**config.mk**
```make
export PLATFORM = sky130hd
export DESIGN_NAME = csa_stream_accumulator
export DESIGN_NICKNAME = d
export VERILOG_FILES = /design/src/rtl/csa_stream_accumulator.sv
export SDC_FILE = /design/constraint.sdc
export NUM_CORES = 1
export LEC_CHECK = 0
export ABC_AREA = 1
export CORE_MARGIN = 5
export CORE_UTILIZATION = 40
export DETAILED_ROUTE_END_ITERATION = 10
export PLACE_DENSITY_LB_ADDON = 0.12
export SETUP_SLACK_MARGIN = 0.02
export SYNTH_ARGS = -nofsm -noshare
export SYNTH_HDL_FRONTEND = slang
export SYNTH_SLANG_ARGS = --single-unit
```
**constraint.sdc**
```tcl
create_clock -name clk -period 3.6 [get_ports clk]
set_input_delay 0.36 -clock clk [delete_from_list [all_inputs] [get_ports clk]]
set_output_delay 0.36 -clock clk [all_outputs]
set_load 0.01 [all_outputs]
```
**src/rtl/csa_stream_accumulator.sv**
```systemverilog
// Streaming carry-save accumulator with a chunked carry-propagate resolve stage.
// Optional build macro CSA_ACC_SATURATE_EN clamps out_data to all-ones on overflow.
module csa_stream_accumulator #(
    parameter int WIDTH     = 8,
    parameter int ACC_WIDTH = 16,
    parameter int CPA_CHUNK = 4,
    parameter int COUNT_W   = 16
) (
    input  logic                 clk,
    input  logic                 rst,
    input  logic [WIDTH-1:0]     in_data,
    input  logic                 in_valid,
    input  logic                 in_last,
    output logic                 in_ready,
    output logic [ACC_WIDTH-1:0] out_data,
    output logic                 out_ovf,
    output logic [COUNT_W-1:0]   out_count,
    output logic                 out_valid,
    input  logic                 out_ready
);

    localparam int NCHUNK = ACC_WIDTH / CPA_CHUNK;
    localparam int IDX_W  = (NCHUNK > 1) ? $clog2(NCHUNK) : 1;

    typedef enum logic [1:0] {
        ACCUM   = 2'd0,
        RESOLVE = 2'd1,
        OUTPUT  = 2'd2
    } state_t;

    state_t state, state_next;

    logic [ACC_WIDTH-1:0] s_reg;
    logic [ACC_WIDTH-1:0] c_reg;
    logic [ACC_WIDTH-1:0] res_reg;
    logic                 ovf_reg;
    logic [COUNT_W-1:0]   count_reg;
    logic [IDX_W-1:0]     chunk_idx;
    logic                 chunk_carry;

    logic [ACC_WIDTH-1:0] x;
    logic [ACC_WIDTH-1:0] maj;
    logic [CPA_CHUNK:0]   chunk_sum;
    int                   chunk_base;
    logic                 accept;
    logic                 deliver;
    logic                 last_chunk;

    // Full-adder row for the incoming operand and one chunk of the final adder.
    always_comb begin
        x          = ACC_WIDTH'(in_data);
        maj        = (s_reg & c_reg) | (s_reg & x) | (c_reg & x);
        chunk_base = int'(chunk_idx) * CPA_CHUNK;
        chunk_sum  = {1'b0, s_reg[chunk_base +: CPA_CHUNK]}
                   + {1'b0, c_reg[chunk_base +: CPA_CHUNK]}
                   + (CPA_CHUNK + 1)'(chunk_carry);
        last_chunk = (chunk_idx == IDX_W'(NCHUNK - 1));
    end

    always_comb begin
        in_ready   = 1'b0;
        out_valid  = 1'b0;
        state_next = state;
        case (state)
            ACCUM: begin
                in_ready = 1'b1;
                if (in_valid && in_last) begin
                    state_next = RESOLVE;
                end
            end
            RESOLVE: begin
                if (last_chunk) begin
                    state_next = OUTPUT;
                end
            end
            OUTPUT: begin
                out_valid = 1'b1;
                if (out_ready) begin
                    state_next = ACCUM;
                end
            end
            default: begin
                state_next = ACCUM;
            end
        endcase
        accept  = in_valid & in_ready;
        deliver = out_valid & out_ready;
    end

    always_ff @(posedge clk) begin
        if (rst) begin
            state       <= ACCUM;
            s_reg       <= '0;
            c_reg       <= '0;
            res_reg     <= '0;
            ovf_reg     <= 1'b0;
            count_reg   <= '0;
            chunk_idx   <= '0;
            chunk_carry <= 1'b0;
        end else begin
            state <= state_next;
            case (state)
                ACCUM: begin
                    if (accept) begin
                        s_reg     <= s_reg ^ c_reg ^ x;
                        c_reg     <= maj << 1;
                        // A carry leaving the top bit is 2^ACC_WIDTH lost for good.
                        ovf_reg   <= ovf_reg | maj[ACC_WIDTH-1];
                        count_reg <= count_reg + COUNT_W'(1);
                        if (in_last) begin
                            chunk_idx   <= '0;
                            chunk_carry <= 1'b0;
                            res_reg     <= '0;
                        end
                    end
                end
                RESOLVE: begin
                    res_reg[chunk_base +: CPA_CHUNK] <= chunk_sum[CPA_CHUNK-1:0];
                    chunk_carry <= chunk_sum[CPA_CHUNK];
                    chunk_idx   <= chunk_idx + IDX_W'(1);
                    if (last_chunk) begin
                        ovf_reg <= ovf_reg | chunk_sum[CPA_CHUNK];
                    end
                end
                OUTPUT: begin
                    if (deliver) begin
                        s_reg     <= '0;
                        c_reg     <= '0;
                        ovf_reg   <= 1'b0;
                        count_reg <= '0;
                    end
                end
                default: begin
                    s_reg <= '0;
                    c_reg <= '0;
                end
            endcase
        end
    end

    always_comb begin
`ifdef CSA_ACC_SATURATE_EN
        out_data = ovf_reg ? {ACC_WIDTH{1'b1}} : res_reg;
`else
        out_data = res_reg;
`endif
        out_ovf   = ovf_reg;
        out_count = count_reg;
    end

endmodule
```
==> flow_summary.yaml, run 1 <==
outcome:
  status: "finished clean"
global_routing:
  grt_use_met1_pct: 24.2
  grtUsageMet3_pct: 2.75
  grt.total_usage_pct: 17.4
  grt_pass1_wl_um: 14600
  grt_overflow: 0
  grt_pass1_vias: 2970
  busiest_layer: "met2"
  use_met2_pct: 26.5
  grt_max_degree: 53
  antenna_found_initial: 0
routing:
  vias: 3232
  wl_um: 8740
  first_pass_iters: 4
  routedWlPerCell_um: 14.2
  ant_nets: 0
  first_iter_violations: 146
  vias_per_cell: 5.25
  drcViolationCount: 0
timing:
  setup_viol: 0
  finalWorstSetupSlack_ns: 0.780
  slew_headroom_pct: 57.0
  worst_pin_slew_ns: 0.644
  finalCriticalPeriod_ns: 2.82
  period_share_pct: 78.3
  tns_ns: 0
  hold_ws_ns: 0.348
  slew_viol_final: 0
  fin_skew_ns: 0.00835
  rsz0062_at_grt: "false"
  fmax_ghz: 0.355
  hold_violations: 0
clocking:
  post_cts_resized: 0
  cts_buffers: 9
  cts_tree: "done"
  hold_buffers: 0
  htreeDepth: 3
  cts_sinks: 69
  post-cts-setup-buffer-count: 0
  clock_path_buffers: 2
  clock_latency_ns: 0.35
  clockRootBuffer: "clkbuf_8"
  clkSlewWorstSetupHoldPaths_ns: 0.08
yosys:
  synth_warnings: 0
  synth_cell_types: 29
  yosys.area.top_type_share_pct: 39.5
  synth_nets: 506
  async_flop_share_pct: 0
  yosys-top-cells-area: "dfxtp_1 (40%), nand2_1 (12%), a21oi_1 (9.0%)"
  synth_commonest_cells: "nand2_1 (110), dfxtp_1 (69), a21oi_1 (63), nor2_1 (43), nand4_1 (33)"
  syn_inst: 467
  synth_edf_count: 0
  synth_area_per_cell_sq_um: 7.48
  netlist.top_cell.by_area: "dfxtp_1"
  synth_seq_area_share_pct: 39.5
  synth_most_common_cell: "nand2_1"
  synth-seq-cells: 69
  synth_ff_type: "dfxtp_1"
  syn_area_sq_um: 3490
setup_path:
  path_class: "flip-flop to flip-flop"
  cp-start-kind: "flip-flop"
  startpoint: "chunk_idx[0]$_SDFFE_PP0P_"
  crit_arrival_ns: 3.11
  required_ns: 3.89
  crit_fanout: 24
  rr_endpoint: "out_data[6]$_SDFFE_PP0P_"
  reg2reg_depth: 11
  end_kind: "flip-flop"
  reg2reg_from: "chunk_idx[0]$_SDFFE_PP0P_"
  rrSetupSlack_ns: 0.78
finish:
  multi_input_area_sq_um: 1880
  final_nets: 542
  fillers: 904
  final_area_sq_um: 4190
  regArea_sq_um: 1380
  drive_above_1_share_pct: 6.30
  final_cell_count_no_fill: 616
  syn2layout_area_growth_pct: 20.0
  antenna_cells: 0
  utilization_pct: 48.6
hold_path:
  min_from: "rst"
  min_to: "chunk_idx[0]$_SDFFE_PP0P_"
  hold_depth: 4
  hp-class: "input port to flip-flop"
place:
  dpl.hpwl_um: 6150
  gp_congestion: 0.895
  dp_worst_setup_slack_ns: 0.800
  io_buffer_count: 47
  dp.cells: 600
  place_area_sq_um: 4000
die:
  die_h_um: 103
  core_area_sq_um: 8640
  die-area_sq_um: 10700
  dieWidth_um: 103
  initial_utilization_pct: 40.5
  rows: 34
  ios: 48
flow_run:
  cap_violations: 0
pwr:
  power.total_mw: 1.64
  power.density_nw_per_um2: 391
  ir_drop_mv: 0.147
  p_leak_nw: 1.62
[where the power goes]
part | leakage, nW | total, mW | switching [mW] | internal (mW)
registers | 0.558 | 0.797 | 0.0180 | 0.779
logic | 0.964 | 0.211 | 0.135 | 0.0757
clock network | 0.0964 | 0.633 | 0.296 | 0.337
total | 1.62 | 1.64 | 0.449 | 1.19
[per-layer routing]
layer  vias to the layer above  share of wire (%)
li1                       1642                  -
met1                      1517                 48
met2                        58                 45
met3                        15                4.0
met4                         0                2.3
met5                         -                  0
[critical path, stage by stage, from the launching register on]
cell and delay [ns]:
dfxtp_1 0.31, buf_4 0.24, inv_1 0.29, o21ai_0 0.24, o22ai_1 0.12, fa_1 0.43, fa_1 0.41, xor2_1 0.29
nand2_1 0.08, nor2_1 0.17, a22oi_1 0.09, nor2_1 0.10
[layout by cell type (no fill, tap or decap), drive strengths merged, types with 2 or more instances in the layout]
| master | instances |
|---|---|
| a21oi | 63 |
| a22oi | 2 |
| buf | 4 |
| clkbuf | 12 |
| clkdlybuf4s50 | 46 |
| clkinv | 2 |
| dfxtp | 69 |
| fa | 9 |
| ha | 17 |
| inv | 30 |
| nand2 | 111 |
| nand3 | 18 |
| nand4 | 33 |
| nor2 | 46 |
| nor3b | 2 |
| o21ai | 26 |
| o22ai | 7 |
| or2 | 3 |
[logic make-up (layout without fill, tap and decap cells)]
kind of cell,after synthesis,after routing,synth area share [%]
compound gates,99,99,14.6
flops,69,69,39.5
buf+inv,55,96,6.59
xor+xnor,1,1,0.251
simple gates,217,217,27.7
fa+ha+maj,26,26,11.2
[worst max-delay path by stage]
| stage | to | slack [ns] | cells after the start |
|---|---|---|---|
| detailed placement | out_data[6]$_SDFFE_PP0P_ | 0.80 | 11 |
| finish | out_data[6]$_SDFFE_PP0P_ | 0.78 | 11 |
| CTS | out_data[6]$_SDFFE_PP0P_ | 0.79 | 11 |
| global route | out_data[14]$_SDFFE_PP0P_ | 0.49 | 11 |
| floorplan | out_data[6]$_SDFFE_PP0P_ | 1.12 | 12 |
| global placement | out_data[6]$_SDFFE_PP0P_ | 0.89 | 11 |
[final cells by class]
type	count	share of cell area [%]
well taps	108	3.22
clock inverters	4	1.13
repair buffers	50	11.6
inverters	30	2.69
flip-flops and latches	69	32.9
clock buffers	12	3.46
multi-input cells	343	44.9
No activity file was read; power rests on OpenSTA's default activity.
==> run 2: changes to the inputs <==
- clock period: 3.6 -> 2.67 ns (I/O delays scaled with it)
==> flow_summary.yaml, run 2 (synthesis results as in run 1) <==
timing:
  worst_pin_slew_ns: 0.655
  slew_headroom_pct: 56.3
  fmax_ghz: 0.412
  hold_violations: 0
  finalCriticalPeriod_ns: 2.42
  setup_viol: 0
  slew_viol_final: 0
  tns_ns: 0
  rsz0062_at_grt: "false"
  fin_skew_ns: 0.00688
  period_share_pct: 90.8
setup_path:
  required_ns: 2.95
  crit_fanout: 12
  end_kind: "flip-flop"
  path_class: "flip-flop to flip-flop"
  cp-start-kind: "flip-flop"
  crit_arrival_ns: 2.71
place:
  dpl.hpwl_um: 6170
  gp_congestion: 0.908
  io_buffer_count: 47
global_routing:
  grt_pass1_vias: 2959
  antenna_found_initial: 0
  grtUsageMet3_pct: 4.36
  grt_pass1_wl_um: 14600
  grt.total_usage_pct: 17.4
  busiest_layer: "met2"
  grt_max_degree: 53
  grt_use_met1_pct: 23.9
  use_met2_pct: 27.4
  grt_overflow: 0
finish:
  syn2layout_area_growth_pct: 22.5
  final_common_cell: "nand2_1"
  fillers: 836
  drive_above_1_share_pct: 7.83
  final_cell_mix: "nand2_1 (110), dfxtp_1 (67), a21oi_1 (63)"
  utilization_pct: 49.6
  antenna_cells: 0
  final_nets: 545
clocking:
  cts_sinks: 69
  clkSlewWorstSetupHoldPaths_ns: 0.08
  clock_latency_ns: 0.35
  hold_buffers: 0
  clockRootBuffer: "clkbuf_8"
  clock_path_buffers: 2
  cts_buffers: 9
  cts_tree: "done"
  htreeDepth: 3
die:
  ios: 48
  die_h_um: 103
  initial_utilization_pct: 40.5
  rows: 34
  dieWidth_um: 103
  core_area_sq_um: 8640
  die-area_sq_um: 10700
routing:
  ant_nets: 0
  drcViolationCount: 0
  vias: 3229
  routedWlPerCell_um: 14.1
  wl_um: 8700
  vias_per_cell: 5.22
  first_iter_violations: 226
  first_pass_iters: 4
outcome:
  status: "finished clean"
pwr:
  power.density_nw_per_um2: 566
  p_leak_nw: 1.66
  ir_drop_mv: 0.234
hold_path:
  hp-class: "input port to flip-flop"
flow_run:
  cap_violations: 0
## run 2: cell count changes in the layout (fill, tap and decap cells not counted), moves of 2 or more
cell	previous run	this run
bufinv_16	1	3
buf_4	3	6
clkbuf_1	2	0
dfxtp_2	0	2
dfxtp_1	69	67
## run 2: through the flow
step           setup slack (ns)  cells  hold slack [ns]  power (mW)  cell area [sq um]
6_report                  0.245    619            0.257        2.42               4280
3_5_place_dp              0.130    603            0.454        1.39               4020
5_1_grt                 0.00937    619            0.276        2.54               4280
2_1_floorplan             0.187    467            0.452        1.30               3490
3_3_place_gp              0.246    603            0.453        1.38               4020
4_1_cts                  0.0995    619            0.245        2.44               4270
## run 2: worst paths after layout
| check | from | to | slack, ns | depth (start not counted) |
|---|---|---|---|---|
| worst max register to register | chunk_idx[1]$_SDFFE_PP0P_ | out_data[6]$_SDFFE_PP0P_ | 0.25 | 10 |
| worst max-delay path | chunk_idx[1]$_SDFFE_PP0P_ | out_data[6]$_SDFFE_PP0P_ | 0.25 | 10 |
| worst min register to register | out_data[12]$_SDFFE_PP0P_ | out_data[12]$_SDFFE_PP0P_ | 0.46 | 2 |
| worst min-delay path | rst | out_count[0]$_SDFFE_PP0P_ | 0.26 | 4 |
## run 2: layout make-up
| class | count | area [sq um] | share of cell area (%) |
|---|---|---|---|
| inverter | 30 | 113 | 2.63 |
| clock buffer | 10 | 138 | 3.22 |
| clock inverter | 6 | 110 | 2.57 |
| tap | 108 | 135 | 3.16 |
| timing repair buffer | 53 | 510 | 11.9 |
| sequential | 69 | 1380 | 32.3 |
| multi-input combinational | 343 | 1890 | 44.2 |
## run 2: worst max-delay path, stage by stage, from the launching register on
cell and delay [ns]:
dfxtp_2 0.42, inv_1 0.17, o21ai_0 0.12, o22ai_1 0.12, fa_1 0.44, fa_1 0.45, xor2_2 0.23, nand2_1 0.09
nor2_1 0.15, a22oi_1 0.08, nor2_1 0.09
## run 2: layer usage
layer	wire, um	up-vias
li1	-	1647
met2	4100	62
met1	4080	1514
met3	449	6
met5	0	-
met4	68	0
## run 2: timing repair
action | in CTS | in global routing
buffers inserted | 0 | 0
setup endpoints to repair | 0 | 5
gates resized for setup | 0 | 3
## run 2: power breakdown
| part | internal [mW] | switching [mW] | total [mW] |
|---|---|---|---|
| Clock | 0.644 | 0.409 | 1.05 |
| Combinational | 0.108 | 0.184 | 0.292 |
| Sequential | 1.05 | 0.0255 | 1.08 |
| Total | 1.80 | 0.618 | 2.42 |
==> run 3: changes to the inputs <==
- CORE_UTILIZATION: 40 -> 55
- PLACE_DENSITY: not set -> 0.8
- PLACE_DENSITY_LB_ADDON: 0.12 -> not set
==> flow_summary.yaml, run 3 (synthesis results as in run 1) <==
routing:
  ant_nets: 0
  wl_um: 8500
  vias: 3314
  routedWlPerCell_um: 14.3
  wl_met3_um: 384
  drt-met1-wl_um: 3880
  met2WireLength_um: 4040
  vias_per_cell: 5.59
  first_iter_violations: 111
  maxUsedRoutingLayer: "met4"
  first_pass_iters: 4
  drcViolationCount: 0
setup_path:
  crit_fanout: 9
  path_class: "flip-flop to flip-flop"
  required_ns: 2.96
  cp-start-kind: "flip-flop"
  crit_arrival_ns: 2.70
  reg2reg_from: "chunk_idx[0]$_SDFFE_PP0P_"
  end_kind: "flip-flop"
  startpoint: "chunk_idx[0]$_SDFFE_PP0P_"
die:
  ios: 48
  die_h_um: 89.7
  dieWidth_um: 89.7
  rows: 29
  die-area_sq_um: 8050
  initial_utilization_pct: 55.7
  core_area_sq_um: 6280
timing:
  finalCriticalPeriod_ns: 2.41
  period_share_pct: 90.1
  slew_headroom_pct: 56.4
  hold_ws_ns: 0.462
  hold_violations: 0
  fmax_ghz: 0.415
  worst_pin_slew_ns: 0.653
  slew_viol_final: 0
  setup_viol: 0
  tns_ns: 0
  rsz0062_at_grt: "false"
  fin_skew_ns: 0.0144
finish:
  final_nets: 551
  drive_above_1_share_pct: 7.36
  final_cell_mix: "nand2_1 (110), dfxtp_1 (69), a21oi_1 (63)"
  syn2layout_area_growth_pct: 20.9
  final_common_cell: "nand2_1"
  fillers: 564
  antenna_cells: 0
place:
  dpl.hpwl_um: 6100
  io_buffer_count: 47
  gp_congestion: 0.880
pwr:
  power.density_nw_per_um2: 527
  p_leak_nw: 1.66
  ir_drop_mv: 0.439
  power.total_mw: 2.23
outcome:
  status: "finished clean"
global_routing:
  grt_max_degree: 34
  grt_overflow: 0
  antenna_found_initial: 0
  grt.total_usage_pct: 20.9
  grt_pass1_wl_um: 14200
  grt_pass1_vias: 3123
clocking:
  clock_path_buffers: 2
  clkSlewWorstSetupHoldPaths_ns: 0.07
  cts_tree: "done"
  cts_sinks: 69
  hold_buffers: 0
  post-cts-setup-buffer-count: 0
  post_cts_resized: 0
  clock_latency_ns: 0.35
  cts_buffers: 9
  htreeDepth: 3
  clockRootBuffer: "clkbuf_8"
hold_path:
  min_from: "out_data[4]$_SDFFE_PP0P_"
  hp-class: "flip-flop to flip-flop"
flow_run:
  cap_violations: 0
[run 3: cell count changes in the layout (fill, tap and decap cells not counted)]
cell and delta:
buf_2 -1, buf_4 +6, bufinv_16 -2, clkbuf_1 +3, clkbuf_8 +1, clkdlybuf4s50_1 +1
clkinv_2 -1, clkinvlp_4 -2, dfxtp_1 +2, dfxtp_2 -2, xor2_1 +1, xor2_2 -1
[run 3: power breakdown]
part / internal (mW) / switching, mW / total (mW)
registers: 1.05 / 0.0235 / 1.07
logic: 0.112 / 0.185 / 0.297
clock network: 0.479 / 0.377 / 0.856
total: 1.64 / 0.585 / 2.23
[run 3: worst max-delay path, stage by stage (launching register included)]
cell     delay [ns]
dfxtp_1        0.37
inv_1          0.15
o21ai_0        0.18
o22ai_1        0.11
fa_1           0.46
fa_1           0.42
xor2_1         0.27
nand2_1        0.08
nor2_1         0.14
a22oi_1        0.09
nor2_1         0.09
[run 3: stage by stage]
stage | cells | worst slack [ns] | cell area [sq um] | util [%]
after floorplan | 467 | 0.187 | 3490 | -
after global placement | 578 | 0.393 | 4030 | 64.3
after detailed placement | 578 | 0.287 | 4030 | 64.3
after CTS | 593 | 0.260 | 4230 | 67.3
after global routing | 593 | 0.0299 | 4230 | 67.3
final | 593 | 0.263 | 4230 | 67.3
[run 3: worst paths after layout]
kind / endpoint / slack [ns] / depth (start not counted)
setup / recovery: out_data[14]$_SDFFE_PP0P_ / 0.26 / 10
hold / removal: out_data[4]$_SDFFE_PP0P_ / 0.46 / 2
setup reg to reg: out_data[14]$_SDFFE_PP0P_ / 0.26 / 10
hold reg to reg: out_data[4]$_SDFFE_PP0P_ / 0.46 / 2
[run 3: metal layers]
metal	up-vias	global-route usage, %
met4	0	9.82
met2	82	34.9
met1	1545	25.9
met5	-	0
met3	19	3.92
li1	1668	-
[run 3: final cells by class]
type | instances | area, sq um | share of cell area (%)
Inverter | 30 | 113 | 2.66
Multi-Input combinational cell | 343 | 1880 | 44.6
Sequential cell | 69 | 1380 | 32.7
Tap cell | 77 | 96.3 | 2.28
Clock buffer | 14 | 163 | 3.85
Clock inverter | 1 | 30.0 | 0.710
Timing Repair Buffer | 59 | 561 | 13.3
